$ cat src/rtl/x9_instr_encoder.sv
// X9 instruction encoder/loader: encodes opcode/operand field sets into 9-bit words,
// stages them in a small FIFO and writes them one per cycle into instruction memory.
module x9_instr_encoder #(
    parameter int unsigned AW     = 8,
    parameter int unsigned FDEPTH = 2
) (
    input  logic          clk,
    input  logic          rst_n,
    input  logic          start,
    input  logic          in_valid,
    output logic          in_ready,
    input  logic [4:0]    in_op,
    input  logic [2:0]    in_rd,
    input  logic [3:0]    in_arg,
    input  logic          in_last,
    output logic          mem_we,
    output logic [AW-1:0] mem_addr,
    output logic [8:0]    mem_wdata,
    output logic          busy,
    output logic          done,
    output logic          err,
    output logic [AW:0]   word_count
);

    localparam int unsigned PW  = (FDEPTH > 1) ? $clog2(FDEPTH) : 1;
    localparam int unsigned CW  = PW + 1;
    localparam int unsigned AW1 = AW + 1;
    localparam logic [AW:0]   CAP      = {1'b1, {AW{1'b0}}};
    localparam logic [CW-1:0] FULL_CNT = CW'(FDEPTH);

    typedef enum logic [2:0] {
        S_IDLE,
        S_LOAD,
        S_DRAIN,
        S_DONE,
        S_ERR
    } state_t;

    state_t        state;
    logic [8:0]    fifo [FDEPTH];
    logic [PW-1:0] wptr;
    logic [PW-1:0] rptr;
    logic [CW-1:0] cnt;
    logic [AW-1:0] addr;
    logic [AW:0]   pushed;

    logic          legal;
    logic [8:0]    word;
    logic          full;
    logic          empty;
    logic          pop;
    logic          accept;
    logic          ovf;
    logic          push;

    always_comb begin
        legal  = !(in_op[4] && (in_op[2:0] != 3'b000));
        word   = in_op[4] ? {in_op[4:3], in_rd, in_arg} : {in_op, in_arg};
        full   = (cnt == FULL_CNT);
        empty  = (cnt == '0);
        pop    = ((state == S_LOAD) || (state == S_DRAIN)) && !empty;
        // A full FIFO is always being popped in LOAD, so a push can land the same cycle.
        in_ready = (state == S_LOAD) && (!full || pop);
        accept = in_valid && in_ready;
        ovf    = (pushed == CAP);
        push   = accept && legal && !ovf;
    end

    assign busy = (state == S_LOAD) || (state == S_DRAIN);
    assign done = (state == S_DONE);
    assign err  = (state == S_ERR);

    always_ff @(posedge clk) begin
        if (push) begin
            fifo[wptr] <= word;
        end
    end

    always_ff @(posedge clk or negedge rst_n) begin
        if (!rst_n) begin
            state      <= S_IDLE;
            wptr       <= '0;
            rptr       <= '0;
            cnt        <= '0;
            addr       <= '0;
            pushed     <= '0;
            word_count <= '0;
            mem_we     <= 1'b0;
            mem_addr   <= '0;
            mem_wdata  <= '0;
        end else begin
            mem_we <= 1'b0;
            if (pop) begin
                mem_we     <= 1'b1;
                mem_addr   <= addr;
                mem_wdata  <= fifo[rptr];
                rptr       <= rptr + PW'(1);
                addr       <= addr + AW'(1);
                word_count <= word_count + AW1'(1);
            end
            if (push) begin
                wptr   <= wptr + PW'(1);
                pushed <= pushed + AW1'(1);
            end
            cnt <= cnt + CW'(push) - CW'(pop);

            case (state)
                S_IDLE, S_DONE, S_ERR: begin
                    if (start) begin
                        state      <= S_LOAD;
                        addr       <= '0;
                        word_count <= '0;
                        pushed     <= '0;
                        wptr       <= '0;
                        rptr       <= '0;
                        cnt        <= '0;
                    end
                end
                S_LOAD: begin
                    if (accept) begin
                        if (!legal || ovf) begin
                            // Queued words are dropped; a head popped this same cycle still writes.
                            state <= S_ERR;
                            wptr  <= '0;
                            rptr  <= '0;
                            cnt   <= '0;
                        end else if (in_last) begin
                            state <= S_DRAIN;
                        end
                    end
                end
                S_DRAIN: begin
                    if (empty) begin
                        state <= S_DONE;
                    end
                end
                default: state <= S_IDLE;
            endcase
        end
    end

endmodule

$ cat config.mk
export PLATFORM = sky130hd
export DESIGN_NAME = x9_instr_encoder
export DESIGN_NICKNAME = d
export VERILOG_FILES = /design/src/rtl/x9_instr_encoder.sv
export SDC_FILE = /design/constraint.sdc
export NUM_CORES = 1
export LEC_CHECK = 0
export ABC_AREA = 0
export BUFFER_PORTS_ARGS = -buffer_cell sky130_fd_sc_hd__buf_2
export CAP_MARGIN = 20
export CORE_ASPECT_RATIO = 0.5
export CORE_MARGIN = 4
export CORE_UTILIZATION = 45
export CTS_CLUSTER_SIZE = 14
export DETAILED_ROUTE_END_ITERATION = 7
export PLACE_DENSITY = 0.63
export SYNTH_ARGS = -nofsm -noshare
export SYNTH_HDL_FRONTEND = slang
export SYNTH_SLANG_ARGS = --single-unit
$ cat constraint.sdc
create_clock -name clk -period 2.8 [get_ports clk]
set_input_delay 0.28 -clock clk [delete_from_list [all_inputs] [get_ports clk]]
set_output_delay 0.28 -clock clk [all_outputs]
set_load 0.02 [all_outputs]
* After elaboration in Yosys (flattened, before gate mapping)
Memories as Yosys holds them, arrays and structs flattened. A register that Yosys moved wholly into a read port is not among the register bits. Cells that the tools add are included.
Word-level totals: register bits 42, RAM bits 18, word-level logic and storage cells 79, memories kept 1
Memories:
- fifo | depth 2, width 9, rd ports 1, clocked after Yosys merged registers in 1, wr ports 1, RTL line 40 | logic [8:0] fifo [FDEPTH];
Cells by class: add/sub/neg operators 7, equality and inequality tests 10, multiplexer cells 33, reductions and logical operators 19
Operator list (number):
- two-way mux 9 bit | 7
- two-way mux 8 bit | 3
- adder 9 x 1 -> 9 bit, second input constant | 2
- two-way mux 3 bit | 5
- two-way mux 1 bit | 11
- == test 9 bit, second input constant | 1
- case mux 3 bit (3 select lines) | 1
- adder 8 x 1 -> 8 bit, second input constant | 1
- == test 3 x 2 -> 1 bit, second input constant | 2
- logical AND 1 bit | 6
- two-way mux 2 bit | 3
- != test 2 bit, second input constant | 3
- logical NOT 1 bit | 5
- case mux 1 bit (2 select lines) | 2
- case mux 2 bit (2 select lines) | 1
- AND reduction 4 bit | 1
- == test 3 x 1 -> 1 bit, second input constant | 1
- == test 3 bit, second input constant | 1
- logical NOT 3 bit | 1
- logical OR 1 bit | 3
- != test 3 x 2 -> 1 bit, second input constant | 1
- nonzero test 3 bit | 1
- OR reduction 3 bit | 1
- adder 1 bit, second input constant | 2
- 4 further kinds | 4

* Logic depth before layout (Yosys ltp)
depth after elaboration 13, depth in mapped cells 13, mapped depth without buffers 11

* Least setup slack after synthesis
Ideal clock, no wire load.
path kind flip-flop to flip-flop, start register pushed[2], end register cnt[1], setup time 0.119 ns, arrival time 2.131 ns, setup slack 0.550 ns, cell stages (with the launch flop) 11, path buffers 1, cell sequence dfrtp_1 > or4_4 > o2111a_1 > buf_2 > inv_1 > ha_1 > inv_1 > ha_1 > xor2_1 > xnor2_1 > nor2_1
On the way: longest elaborated chain between the ends 8, elaborated cells between the ends (all ways) 10
Ends and longest elaborated chain:
- from (decl) | RTL line 45 | logic [AW:0] pushed;
- from (signal assigned) | RTL line 103 | pushed <= pushed + AW1'(1);
- == test 9 bit (*) | RTL line 65 | ovf = (pushed == CAP);
- logical NOT 1 bit | RTL line 66 | push = accept && legal && !ovf;
- logical AND 1 bit | RTL line 66
- adder 2 x 1 -> 2 bit | RTL line 105 | cnt <= cnt + CW'(push) - CW'(pop);
- subtractor 2 x 1 -> 2 bit | RTL line 105
- two-way mux 2 bit | RTL line 121 | if (!legal || ovf) begin
- two-way mux 2 bit | RTL line 120 | if (accept) begin
- case mux 2 bit (2 select lines) (*) | RTL line 107 | case (state)
- to (signal assigned) | RTL line 105
- to (decl) | RTL line 43 | logic [CW-1:0] cnt;
Mark *: on every way between the ends. The rest lies on a longest branch, timed or not. A chain may end at the register's enable or synchronous reset.

* Final worst setup path
Same ends and word-level chain as after synthesis.

==> run metrics <==
DRT antenna net count=0; hold crit path type=in2async; Clock Pin Slew Worst Setup and Hold Paths=0.05 ns; detailed-route via count=2256; Num CTS Buffers=9; switching share of power=37.0%; initial antenna violation count=0; Setup CP Type=reg2reg; Initial Utilization=46.9%; Die Ht=67.4 um; outcome=finished clean; synth unique cells=44; core area=6780 sq um; Critical Path Source Type=flip-flop; Critical Path AT=2.56 ns; cell family with most CP delay=simple AND/OR/NAND/NOR gates; final hold violations=0; most frequent cell after synthesis=nand2_1; CTS tree=yes; post-DP HPWL=4.31 mm; top post-synthesis cells by area=dfrtp_1, edfxtp_1, nand2_1, mux2i_1, xnor2_1; leak pwr=0.00173 uW; clk sink count=69; Mean Syn Cell Area=11.2 sq um; die outline width=127 um; Root Buffer=clkbuf_16; total setup buffers inserted after CTS=0; RSZ-0062 raised after global routing=no; EDFF count, synth=18; largest area contributor in the netlist=dfrtp_1; FF-to-FF setup slack=0.46 ns; Slew Viols, Final=0; Post-synth top cells=nand2_1, dfrtp_1, nor2_1, edfxtp_1, mux2i_1; Synthesis Warnings=0; n_diodes=0; worst slew pin tran=0.963 ns; sum of negative setup slack=0 ns; FMAX=0.427 GHz; area grow syn2layout=18.4%; final wirelength=6.21 mm; Pre-antenna DRT Iters=5; synthesized net count=308; hold buffers post-CTS=0; layout cell share with drive strength beyond 1=23.1%; Worst Setup SP=pushed[2]$_DFF_PN0_; CP endpoint kind=flip-flop; Core Rows=21; Placer Congestion=0.869; DRC violation count after routing=0; clk buf depth=2; Reg-to-Reg Start=pushed[2]$_DFF_PN0_; Post-CTS Resized=0; PortBufs=47; Synth async-reset ratio=73.9%; max_cap viols=0; Gate power share=34.4%; register area share after synthesis=57.2%; reg2reg end=cnt[1]$_DFF_PN0_; H-tree Lvls=3; vias in the first global route=2209; net switching power=1390 uW; GRT overflow=0; Cell Int Power=2370 uW; largest net degree at the start of global routing=44; Slowest-stage cell, CP=or4_4; GRT Total Usage=15.8%; first-pass GRT wire length=10.4 mm; Nets=359; synthesized cell area=3180 sq um; PD cells=1000 nW/um^2; Worst Path Buf+Inv=2; Slew HR=35.8%; WP data required=3.01 ns; CP max FO=9; fill cell count=609; worst vdd ir=0.494 mV; Synth top area share=40.2%; clk_lat worst skew=0.32 ns; vias per cell=5.25; post-synthesis register bit count=69; DR iter-0 viols=129; synthesized instance count=283; CP max stage delay=0.57 ns; CP Cell Sequence=or4_4 > o2111a_1 > inv_1 > ha_1 > inv_1 > ha_1 > xor2_1 > xnor2_1 > nor2_1; Sequential Power Share=38.6%; ys flop type=dfrtp_1; wire per inst=14.4 um; Die Footprint=8550 sq um; final setup fails=0; clock share of power=27.0%; Final min period=2.34 ns; FF-to-FF path depth=9; Overall Power=3760 uW; I/O pin total=48; crit share post-route=83.7%; skew final=0.00443 ns
## logic make-up (layout without fill, tap and decap cells)
kind of cell,count (synthesis),in the layout,synth area share [%]
AO/OA/AOI/OAI,39,39,8.55
XOR/XNOR,17,17,4.69
adder cells (fa/ha/maj),8,8,3.15
buffers and inverters,20,75,3.35
flip-flops,69,69,57.2
multiplexers,19,19,6.14
AND/OR/NAND/NOR,111,111,16.9
## area by class of cell
type | count | area (sq um) | share of cell area [%]
flip-flops and latches | 69 | 1820 | 48.3
multi-input cells | 194 | 1250 | 33.3
repair buffers | 52 | 273 | 7.25
clock buffers | 13 | 260 | 6.92
well taps | 92 | 115 | 3.06
inverters | 8 | 31.3 | 0.832
clock inverters | 2 | 10.0 | 0.266
## flip-flops by register name, summed over array words and instances, names as in the netlist, 2 cells and up
| register | count |
|---|---|
| addr | 8 |
| cnt | 2 |
| fifo | 18 |
| mem_addr | 8 |
| mem_wdata | 9 |
| pushed | 9 |
| state | 3 |
| word_count | 9 |
## cell usage in the layout (no fill, tap or decap), types with 6 or more instances in the layout
cell       count
dfrtp_1       51
inv_1          6
buf_2         47
nand3_1        6
nand2_1       53
edfxtp_1      18
xnor2_1       12
nand4_1       11
mux2i_1       15
clkbuf_16      9
nor2_1        20
o21ai_0       12
ha_1           8
o31ai_1        6
a21oi_1       10
## worst max path at each step
| stage | endpoint | slack (ns) | cells past startpoint |
|---|---|---|---|
| after global placement | cnt[1]$_DFF_PN0_ | 0.50 | 9 |
| after CTS | cnt[1]$_DFF_PN0_ | 0.44 | 9 |
| final | cnt[1]$_DFF_PN0_ | 0.46 | 9 |
| after global routing | cnt[1]$_DFF_PN0_ | 0.27 | 9 |
| after detailed placement | cnt[1]$_DFF_PN0_ | 0.44 | 9 |
| after floorplan | cnt[1]$_DFF_PN0_ | 0.55 | 10 |
## power by group through the flow
stage          sequential, uW  clock [uW]  combinational [uW]
4_1_cts                  1450        1040                1310
5_1_grt                  1480        1100                1440
2_1_floorplan            1500           0                 906
6_report                 1450        1010                1290
3_3_place_gp             1450           0                1280
3_5_place_dp             1470           0                1310
## through the flow
step,setup WS (ns),cells,hold slack [ns],area (sq um),utilization (%)
2_1_floorplan,0.550,283,-0.0156,3180,-
3_3_place_gp,0.502,415,0.454,3490,51.5
3_5_place_dp,0.438,415,0.457,3490,51.5
4_1_cts,0.436,430,0.129,3760,55.5
5_1_grt,0.269,430,0.130,3760,55.5
6_report,0.456,430,0.110,3760,55.5
## routing by layer
layer | up-vias | track usage [%] | wire [um]
met1 | 1097 | 19.4 | 2880
met2 | 50 | 25.9 | 2930
met3 | 8 | 5.61 | 321
met5 | - | 0 | 0
met4 | 0 | 6.68 | 75
li1 | 1101 | - | -
Power figures use the tool's default switching activity.
